## src/rtl/axis_spi_cfg_master.sv

```systemverilog
// -----------------------------------------------------------------------------
// axis_spi_cfg_master
//
// SPI mode-0 (CPOL=0, CPHA=0) configuration master for the external ADC.
// Each word accepted on the AXI-Stream slave port is shifted out MSB-first on
// spi_sdo under one CSn frame. The word clocked back on spi_sdi during that
// frame is returned on the AXI-Stream master port for register readback.
//
// Ports:
//   aclk, aresetn     system clock (rising edge) and async active-low reset
//   s_axis_t*         word to transmit (tdata/tvalid in, tready out)
//   m_axis_t*         readback word captured from spi_sdi (tdata/tvalid out,
//                     tready in)
//   spi_sdi           ADC serial data out (SDI lane 0)
//   spi_sdo           serial data to the ADC
//   spi_csn           chip select, active low
//   spi_clk           SCLK, a registered divider output (not a clock net)
//   busy              high from word acceptance until the FSM is back in IDLE
//
// Handshake semantics (both AXI-Stream ports): a transfer happens on a rising
// aclk edge where tvalid and tready are both high. A source holds tvalid and
// tdata stable until that transfer; a sink may drive tready freely. Here
// s_axis_tready is the only combinational output and depends only on local
// state, never on s_axis_tvalid.
//
// Frame timing, in aclk cycles with CSn low:
//   CS_SETUP  (SCLK low)
//   DATA_WIDTH bits of 2*CLK_DIV cycles each (CLK_DIV low, then CLK_DIV high)
//   CS_HOLD   (SCLK low)
// followed by CS_IDLE cycles with CSn high before the FSM returns to IDLE.
// -----------------------------------------------------------------------------
module axis_spi_cfg_master #(
  parameter int DATA_WIDTH = 24,
  parameter int CLK_DIV    = 4,
  parameter int CS_SETUP   = 2,
  parameter int CS_HOLD    = 2,
  parameter int CS_IDLE    = 2
) (
  input  logic                  aclk,
  input  logic                  aresetn,
  input  logic [DATA_WIDTH-1:0] s_axis_tdata,
  input  logic                  s_axis_tvalid,
  output logic                  s_axis_tready,
  output logic [DATA_WIDTH-1:0] m_axis_tdata,
  output logic                  m_axis_tvalid,
  input  logic                  m_axis_tready,
  input  logic                  spi_sdi,
  output logic                  spi_sdo,
  output logic                  spi_csn,
  output logic                  spi_clk,
  output logic                  busy
);

  // One counter serves the setup, divider, hold and gap phases, so it is sized
  // for the largest of those terminal counts.
  localparam int MAX_SH  = (CS_SETUP > CS_HOLD) ? CS_SETUP : CS_HOLD;
  localparam int MAX_ID  = (CS_IDLE > CLK_DIV) ? CS_IDLE : CLK_DIV;
  localparam int CNT_MAX = (MAX_SH > MAX_ID) ? MAX_SH : MAX_ID;
  localparam int CNT_W   = $clog2(CNT_MAX + 1);
  localparam int BIT_W   = $clog2(DATA_WIDTH);

  localparam logic [CNT_W-1:0] SETUP_LAST = CNT_W'(CS_SETUP - 1);
  localparam logic [CNT_W-1:0] DIV_LAST   = CNT_W'(CLK_DIV - 1);
  localparam logic [CNT_W-1:0] HOLD_LAST  = CNT_W'(CS_HOLD - 1);
  localparam logic [CNT_W-1:0] IDLE_LAST  = CNT_W'(CS_IDLE - 1);
  localparam logic [BIT_W-1:0] BIT_LAST   = BIT_W'(DATA_WIDTH - 1);

  localparam logic [2:0] ST_IDLE  = 3'd0;
  localparam logic [2:0] ST_SETUP = 3'd1;
  localparam logic [2:0] ST_SHIFT = 3'd2;
  localparam logic [2:0] ST_HOLD  = 3'd3;
  localparam logic [2:0] ST_GAP   = 3'd4;

  logic [2:0]            state_q,    state_d;
  logic [CNT_W-1:0]      cnt_q,      cnt_d;
  logic [BIT_W-1:0]      bit_q,      bit_d;
  logic [DATA_WIDTH-1:0] tx_q,       tx_d;
  logic [DATA_WIDTH-1:0] rx_q,       rx_d;
  logic [DATA_WIDTH-1:0] m_tdata_q,  m_tdata_d;
  logic                  m_tvalid_q, m_tvalid_d;
  logic                  sdo_q,      sdo_d;
  logic                  csn_q,      csn_d;
  logic                  sclk_q,     sclk_d;
  logic                  busy_q,     busy_d;

  logic                  s_hs;

  // Holding off acceptance while a readback is pending guarantees the
  // readback register is never overwritten.
  assign s_axis_tready = (state_q == ST_IDLE) && !m_tvalid_q && aresetn;
  assign s_hs          = s_axis_tvalid && s_axis_tready;

  always_comb begin
    state_d    = state_q;
    cnt_d      = cnt_q;
    bit_d      = bit_q;
    tx_d       = tx_q;
    rx_d       = rx_q;
    m_tdata_d  = m_tdata_q;
    m_tvalid_d = m_tvalid_q;
    sdo_d      = sdo_q;
    csn_d      = csn_q;
    sclk_d     = sclk_q;
    busy_d     = busy_q;

    // Readback may be consumed in any state.
    if (m_tvalid_q && m_axis_tready) begin
      m_tvalid_d = 1'b0;
    end

    case (state_q)
      ST_IDLE: begin
        sclk_d = 1'b0;
        if (s_hs) begin
          tx_d    = s_axis_tdata;
          sdo_d   = s_axis_tdata[DATA_WIDTH-1];
          csn_d   = 1'b0;
          busy_d  = 1'b1;
          cnt_d   = '0;
          state_d = ST_SETUP;
        end
      end

      ST_SETUP: begin
        if (cnt_q == SETUP_LAST) begin
          cnt_d   = '0;
          bit_d   = '0;
          state_d = ST_SHIFT;
        end else begin
          cnt_d = cnt_q + CNT_W'(1);
        end
      end

      ST_SHIFT: begin
        if (cnt_q == DIV_LAST) begin
          cnt_d = '0;
          if (!sclk_q) begin
            // Rising SCLK: the ADC has had a full low half-period to present
            // its bit, so it is captured here, MSB first.
            sclk_d = 1'b1;
            rx_d   = {rx_q[DATA_WIDTH-2:0], spi_sdi};
          end else begin
            // Falling SCLK: advance SDO, which stays stable across the next
            // rising edge.
            sclk_d = 1'b0;
            if (bit_q == BIT_LAST) begin
              sdo_d   = 1'b0;
              state_d = ST_HOLD;
            end else begin
              bit_d = bit_q + BIT_W'(1);
              tx_d  = {tx_q[DATA_WIDTH-2:0], 1'b0};
              sdo_d = tx_q[DATA_WIDTH-2];
            end
          end
        end else begin
          cnt_d = cnt_q + CNT_W'(1);
        end
      end

      ST_HOLD: begin
        if (cnt_q == HOLD_LAST) begin
          cnt_d      = '0;
          csn_d      = 1'b1;
          m_tdata_d  = rx_q;
          m_tvalid_d = 1'b1;
          state_d    = ST_GAP;
        end else begin
          cnt_d = cnt_q + CNT_W'(1);
        end
      end

      ST_GAP: begin
        if (cnt_q == IDLE_LAST) begin
          cnt_d   = '0;
          busy_d  = 1'b0;
          state_d = ST_IDLE;
        end else begin
          cnt_d = cnt_q + CNT_W'(1);
        end
      end

      default: begin
        // Unreachable encodings recover to a quiet bus.
        state_d = ST_IDLE;
        cnt_d   = '0;
        csn_d   = 1'b1;
        sclk_d  = 1'b0;
        sdo_d   = 1'b0;
        busy_d  = 1'b0;
      end
    endcase
  end

  always_ff @(posedge aclk or negedge aresetn) begin
    if (!aresetn) begin
      state_q    <= ST_IDLE;
      cnt_q      <= '0;
      bit_q      <= '0;
      tx_q       <= '0;
      rx_q       <= '0;
      m_tdata_q  <= '0;
      m_tvalid_q <= 1'b0;
      sdo_q      <= 1'b0;
      csn_q      <= 1'b1;
      sclk_q     <= 1'b0;
      busy_q     <= 1'b0;
    end else begin
      state_q    <= state_d;
      cnt_q      <= cnt_d;
      bit_q      <= bit_d;
      tx_q       <= tx_d;
      rx_q       <= rx_d;
      m_tdata_q  <= m_tdata_d;
      m_tvalid_q <= m_tvalid_d;
      sdo_q      <= sdo_d;
      csn_q      <= csn_d;
      sclk_q     <= sclk_d;
      busy_q     <= busy_d;
    end
  end

  assign m_axis_tdata  = m_tdata_q;
  assign m_axis_tvalid = m_tvalid_q;
  assign spi_sdo       = sdo_q;
  assign spi_csn       = csn_q;
  assign spi_clk       = sclk_q;
  assign busy          = busy_q;

endmodule
```

## config.mk

```make
export PLATFORM = sky130hd
export DESIGN_NAME = axis_spi_cfg_master
export DESIGN_NICKNAME = d
export VERILOG_FILES = /design/src/rtl/axis_spi_cfg_master.sv
export SDC_FILE = /design/constraint.sdc
export NUM_CORES = 1
export LEC_CHECK = 0
export CAP_MARGIN = 10
export CORE_MARGIN = 8
export CORE_UTILIZATION = 25
export DETAILED_ROUTE_END_ITERATION = 16
export PLACE_DENSITY_LB_ADDON = 0.12
export REMOVE_ABC_BUFFERS = 1
export SLEW_MARGIN = 20
export SYNTH_ARGS = -nofsm -noshare
export SYNTH_HDL_FRONTEND = slang
export SYNTH_SLANG_ARGS = --single-unit
```

## constraint.sdc

```tcl
create_clock -name aclk -period 4.42 [get_ports aclk]
set_clock_uncertainty 0.2 [all_clocks]
set_input_delay 1.105 -clock aclk [delete_from_list [all_inputs] [get_ports aclk]]
set_output_delay 1.105 -clock aclk [all_outputs]
set_load 0.03 [all_outputs]
```

==> impl_metrics.tcl, run 1 <==
set metrics [dict create \
    status "completed" \
    clock_latency_ps 340 \
    async_flop_share_pct 100 \
    worstMarginPinSlew_ps 765 \
    ys_warn_count 0 \
    crit_type "reg -> out" \
    synthMuxAreaShare_pct 20.6 \
    crit_slowest_cell "clkdlybuf4s50_1" \
    worst-path-buf-inv 2 \
    cts_hold_buffers 0 \
    drt_pass1_iterations 4 \
    min_period_over_period_pct 78.3 \
    power.density_mw_per_mm2 545 \
    worstSetupStartpointType "flop" \
    rsz0062_at_grt "no" \
    area_delta_synth_final_pct 26.7 \
    seq_area_frac_synth_pct 55.6 \
    syn_inst 311 \
    grt_pass1_vias 2760 \
    grt_overflow 0 \
    drt-initial-drc-count 106 \
    dieHeight_microns 141 \
    post-place-ws_ps 1010 \
    drc 0 \
    min_path_type "reg -> reg" \
    relSlewSlack_pct 49.0 \
    antenna_found_initial 0 \
    worstSetupEndpointType "output port" \
    cp_max_fo 17 \
    grt_pass1_wl_microns 14800 \
    synth_top_area_share_pct 54.9 \
    hold_viol 0 \
    cap_viol_max_count 0 \
    cp_top_family "buffers and inverters" \
    grt_util_met2_pct 14.6 \
    io_pins 59 \
    fp.coreArea_sq_mm 0.0153 \
    drive_gt1_share_pct 22.0 \
    post_drt_via_cell_ratio 4.43 \
    hpwl_microns 5790 \
    htree_levels 3 \
    path_clk_slew_ps 60 \
    cts_root_buffer "clkbuf_16" \
    synth_fa_ha_area_share_pct 1.92 \
    gp_congestion 0.709 \
    max_clock_freq_mhz 289 \
    grt_use_met1_pct 11.8 \
    numCtsBuffers 9 \
    die_w_microns 141 \
    cts_tree "yes" \
    n_antenna_cell 0 \
    ys_top_cells_by_area "dfrtp_1 55%, mux2_2 14%, a21oi_1 6.5%, mux2i_1 6.1%, ha_1 1.9%" \
    final-setup-viol-count 0 \
    initial_core_util_pct 25.7 \
    synth_cell_types 51 \
    num-fill-cells 1533 \
    synth_top_family_by_area "multiplexers" \
    worstPathCellList "buf_4 -> nor2_1 -> and4_1 -> clkdlybuf4s50_1" \
    cp.required_ps 3120 \
    peakVddDrop_mv 0.191 \
    drv_slew 0 \
    die_area_sq_mm 0.0199 \
    p_leak_nw 2.20 \
    portBuffers 58 \
    syn_avg_cell_area_sq_um 12.6 \
    synth_common_cells "86 x dfrtp_1, 51 x a21oi_1, 49 x mux2_2" \
    cpPeakStageDelay_ps 680 \
    ctsResizeCount 0 \
    synth_area_sq_mm 0.00392 \
    min_period_ps 3460 \
    drtAntennaViolNets 0 \
    synth_seq_cells 87 \
    grt_max_degree 58 \
    routed-via-count 2585 \
    cp.arrival_ps 2160 \
    synth_top_area_cell "dfrtp_1" \
    yosys.area_share.simple_pct 7.25 \
    track_usage_pct 9.50 \
    grt_use_met3_pct 3.68 \
    synth-xor-area-share_pct 0.447 \
    clock_sinks 87 \
    cts_buffer_depth 2 \
    synth_compound_area_share_pct 10.3 \
    synth_edf_count 0 \
    cts_setup_buffers 0 \
    synth_most_common_cell "dfrtp_1" \
    tns_ps 0 \
    wire_per_inst_microns 15.1 \
    grt.busiest_layer "met2" \
    p_total_mw 2.71 \
    wl_microns 8810 \
    synth_top_flop_cell "dfrtp_1" \
    fin_nets 402 \
    setup_ws_ps 960 \
    num_rows 45 \
]
-- path summary, 6_finish.rpt --
path / start / to / slack (ps) / cells after the start
setup / recovery: state_q[0]$_DFFE_PN0P_ / s_axis_tready / 960 / 4
hold / removal: rx_q[23]$_DFFE_PN0P_ / m_axis_tdata[23]$_DFFE_PN0P_ / 300 / 1
setup reg to reg: state_q[2]$_DFFE_PN0P_ / rx_q[12]$_DFFE_PN0P_ / 1780 / 4
hold reg to reg: rx_q[23]$_DFFE_PN0P_ / m_axis_tdata[23]$_DFFE_PN0P_ / 300 / 1
max in group asynchronous: aresetn / tx_q[8]$_DFFE_PN0P_ / 2260 / 3
min in group asynchronous: aresetn / tx_q[20]$_DFFE_PN0P_ / 640 / 2
-- stage by stage --
stage / cell area (sq um) / hold WS, ps / utilization (%) / std cells
CTS: 4970 / 300 / 32.5 / 583
finish: 4970 / 296 / 32.5 / 583
floorplan: 3800 / 274 / - / 292
detailed placement: 4690 / 286 / 30.7 / 567
global placement: 4690 / 286 / 30.7 / 567
global route: 4970 / 323 / 32.5 / 583
-- logic make-up after synthesis --
group,after synthesis
adder cells (fa/ha/maj),6
AND/OR/NAND/NOR,44
multiplexers,74
flip-flops,87
XOR/XNOR,2
AO/OA/AOI/OAI,70
buffers and inverters,28
-- placed cells by master (no fill, tap or decap), drive strengths merged, types with 3 or more instances in the layout --
master,n
nand3,3
o21ai,4
dfrtp,86
nand2,7
inv,9
nor2,10
clkbuf,13
nor2b,5
buf,7
ha,6
mux2i,24
clkdlybuf4s50,57
mux2,50
a21oi,51
-- power by group --
part | switching, mW | internal [mW] | leakage, nW
clock network | 0.298 | 0.410 | 0.136
logic | 0.511 | 0.387 | 0.932
registers | 0.127 | 0.973 | 1.13
total | 0.936 | 1.77 | 2.20
-- state kept, by name, indices dropped and copies added (netlist names), 3 cells and up --
| register | cells |
|---|---|
| tx_q | 23 |
| state_q | 3 |
| m_axis_tdata | 24 |
| cnt_q | 3 |
| rx_q | 24 |
| bit_q | 5 |
-- per-layer routing --
metal  share of wire [%]  routed length, microns
met2                  46                    4080
met4                 1.6                     139
met5                   0                       0
met3                 4.9                     428
met1                  47                    4160
-- final cells by class --
type / count / area, sq um / area share [%]
Clock buffer: 13 / 260 / 5.24
Tap cell: 211 / 264 / 5.32
Sequential cell: 87 / 2180 / 43.9
Inverter: 9 / 33.8 / 0.680
Timing Repair Buffer: 64 / 623 / 12.5
Clock inverter: 3 / 17.5 / 0.353
Multi-Input combinational cell: 196 / 1590 / 32.0
(Power assumes the default switching activity.)
==> run 2: changes to the inputs <==
==> constraint.sdc (replaced) <==
create_clock -name aclk -period 2.9 [get_ports aclk]
set_clock_uncertainty 0.2 [all_clocks]
set_input_delay 0.725 -clock aclk [delete_from_list [all_inputs] [get_ports aclk]]
set_output_delay 0.725 -clock aclk [all_outputs]
set_load 0.03 [all_outputs]
==> run 2 against run 1 <==
Compared with the run above:
- wire length grew 0.59%
- cell area grew 0.98%
- flip-flop and latch count is the same
- largest cell class unchanged
- first-iteration DRC count grew 40%
- via count shrank 0.89%
- die area is the same
- register-to-register slack lost 1100 ps
- worst hold slack lost 110 ps
- clock-buffer cell count shrank 1
- combinational power grew 55%
- final cell count grew 0.51%
==> impl_metrics.tcl, run 2 (synthesized netlist as in run 1, its figures left out) <==
set metrics [dict create \
    num-fill-cells 1571 \
    whs_ps 188 \
    cts_tree "yes" \
    comb_power_share_pct 32.7 \
    drt_pass1_iterations 4 \
    fin_nets 406 \
    hpwl_microns 5840 \
    rsz0062_at_grt "no" \
    peakVddDrop_mv 0.298 \
    final-setup-viol-count 0 \
    fp.coreArea_sq_mm 0.0153 \
    p_total_mw 4.25 \
    power.density_mw_per_mm2 847 \
    timing.rr.start "cnt_q[0]$_DFFE_PN0N_" \
    grt_overflow 0 \
    drive_gt1_share_pct 23.2 \
    seqPwrFrac_pct 39.6 \
    cp.required_ps 1980 \
    num_rows 45 \
    grt_max_degree 67 \
    wl_microns 8860 \
    p_leak_nw 2.23 \
    die_area_sq_mm 0.0199 \
    postLayoutCoreUtil_pct 32.9 \
    clkPwrFrac_pct 27.7 \
    switching_share_pct 33.9 \
    max_clock_freq_mhz 405 \
    min_period_over_period_pct 85.2 \
    endpoint "spi_csn" \
    antenna_found_initial 0 \
    clock_sinks 87 \
    layout_common_cells "86 x dfrtp_1, 56 x clkdlybuf4s50_1, 51 x a21oi_1" \
    htree_levels 3 \
    layout_commonest_cell "dfrtp_1" \
    clock_latency_ps 340 \
    worstMarginPinSlew_ps 868 \
    gp_congestion 0.733 \
    io_pins 59 \
    final_cells 586 \
    drc 0 \
    die_w_microns 141 \
    min_period_ps 2470 \
    relSlewSlack_pct 42.2 \
    portBuffers 58 \
    area_delta_synth_final_pct 28.0 \
    post-place-cells 571 \
    post_drt_via_cell_ratio 4.37 \
    dieHeight_microns 141 \
    initial_core_util_pct 25.7 \
    routed-via-count 2562 \
    worstPathCellList "clkdlybuf4s50_1" \
    track_usage_pct 9.54 \
    crit_slowest_cell "clkdlybuf4s50_1" \
    grt_pass1_vias 2767 \
    cts_setup_buffers 0 \
    cp.arrival_ps 1550 \
    switchingPower_mw 1.44 \
    reg2reg_depth 6 \
    cts_root_buffer "clkbuf_16" \
    r2r_setup_slack_ps 680 \
    cts_buffer_depth 2 \
    wire_per_inst_microns 15.1 \
    cts_hold_buffers 0 \
    worst-path-buf-inv 1 \
    r2r-end "rx_q[0]$_DFFE_PN0P_" \
    critical_path_depth 1 \
    crit_type "reg -> out" \
    drt-initial-drc-count 148 \
    cpPeakStageDelay_ps 670 \
    cap_viol_max_count 0 \
    drtAntennaViolNets 0 \
    cp_top_family "buffers and inverters" \
    tns_ps 0 \
    drv_slew 0 \
    p_int_mw 2.81 \
    hold_viol 0 \
    worstSetupStartpointType "flop" \
    numCtsBuffers 9 \
    min_path_type "in -> async" \
    worstSetupEndpointType "output port" \
    status "completed" \
    grt_pass1_wl_microns 14800 \
    cp_max_fo 3 \
    n_antenna_cell 0 \
    path_clk_slew_ps 60 \
    ctsResizeCount 0 \
    crit_start "spi_csn$_DFFE_PN1P_" \
]
-- run 2: cell count changes in the layout (fill, tap and decap cells not counted), sizes merged --
cell           change
buf                +5
bufinv             +1
clkbuf             -1
clkdlybuf4s50      -1
clkinv             -1
-- run 2: final cells by class --
cell class                      count  area [sq um]  area share, %
Multi-Input combinational cell    196          1590           31.7
Inverter                            9          33.8          0.674
Clock buffer                       12           256           5.11
Timing Repair Buffer               68           651           13.0
Sequential cell                    87          2180           43.4
Tap cell                          211           264           5.26
Clock inverter                      3          42.5          0.848
-- run 2: power by group through the flow --
stage          Sequential [mW]  Clock [mW]  Combinational (mW)
3_5_place_dp              1.70           0                1.41
5_1_grt                   1.72        1.28                1.54
3_3_place_gp              1.70           0                1.40
4_1_cts                   1.68        1.23                1.42
6_report                  1.68        1.18                1.39
2_1_floorplan             1.76           0               0.844
-- run 2: routing by layer --
layer,routed length [microns],track usage (%)
met3,378,3.44
met1,4280,12.0
met4,133,3.73
met2,4060,14.7
met5,0,0
-- run 2: stage by stage --
stage	setup WS, ps	instance area [sq um]
after floorplan	405	3800
after global placement	443	4720
after detailed placement	440	4720
after CTS	405	5010
after global routing	386	5010
final	429	5010
-- run 2: worst reg2reg max path, stage by stage (launching register included) --
cell and delay [ps]:
dfrtp_1 390, ha_1 240, ha_1 200, inv_1 90, nor2_1 80, nand2_2 470
mux2_2 430
-- run 2: worst min-delay path by stage --
stage / endpoint / slack (ps) / cells past startpoint
after floorplan: bit_q[0]$_DFFE_PN0P_ / 230 / 0
after global placement: m_axis_tdata[23]$_DFFE_PN0P_ / 290 / 1
after detailed placement: rx_q[23]$_DFFE_PN0P_ / 290 / 1
after CTS: m_axis_tvalid$_DFF_PN0_ / 190 / 2
after global routing: m_axis_tvalid$_DFF_PN0_ / 200 / 2
final: m_axis_tvalid$_DFF_PN0_ / 190 / 2
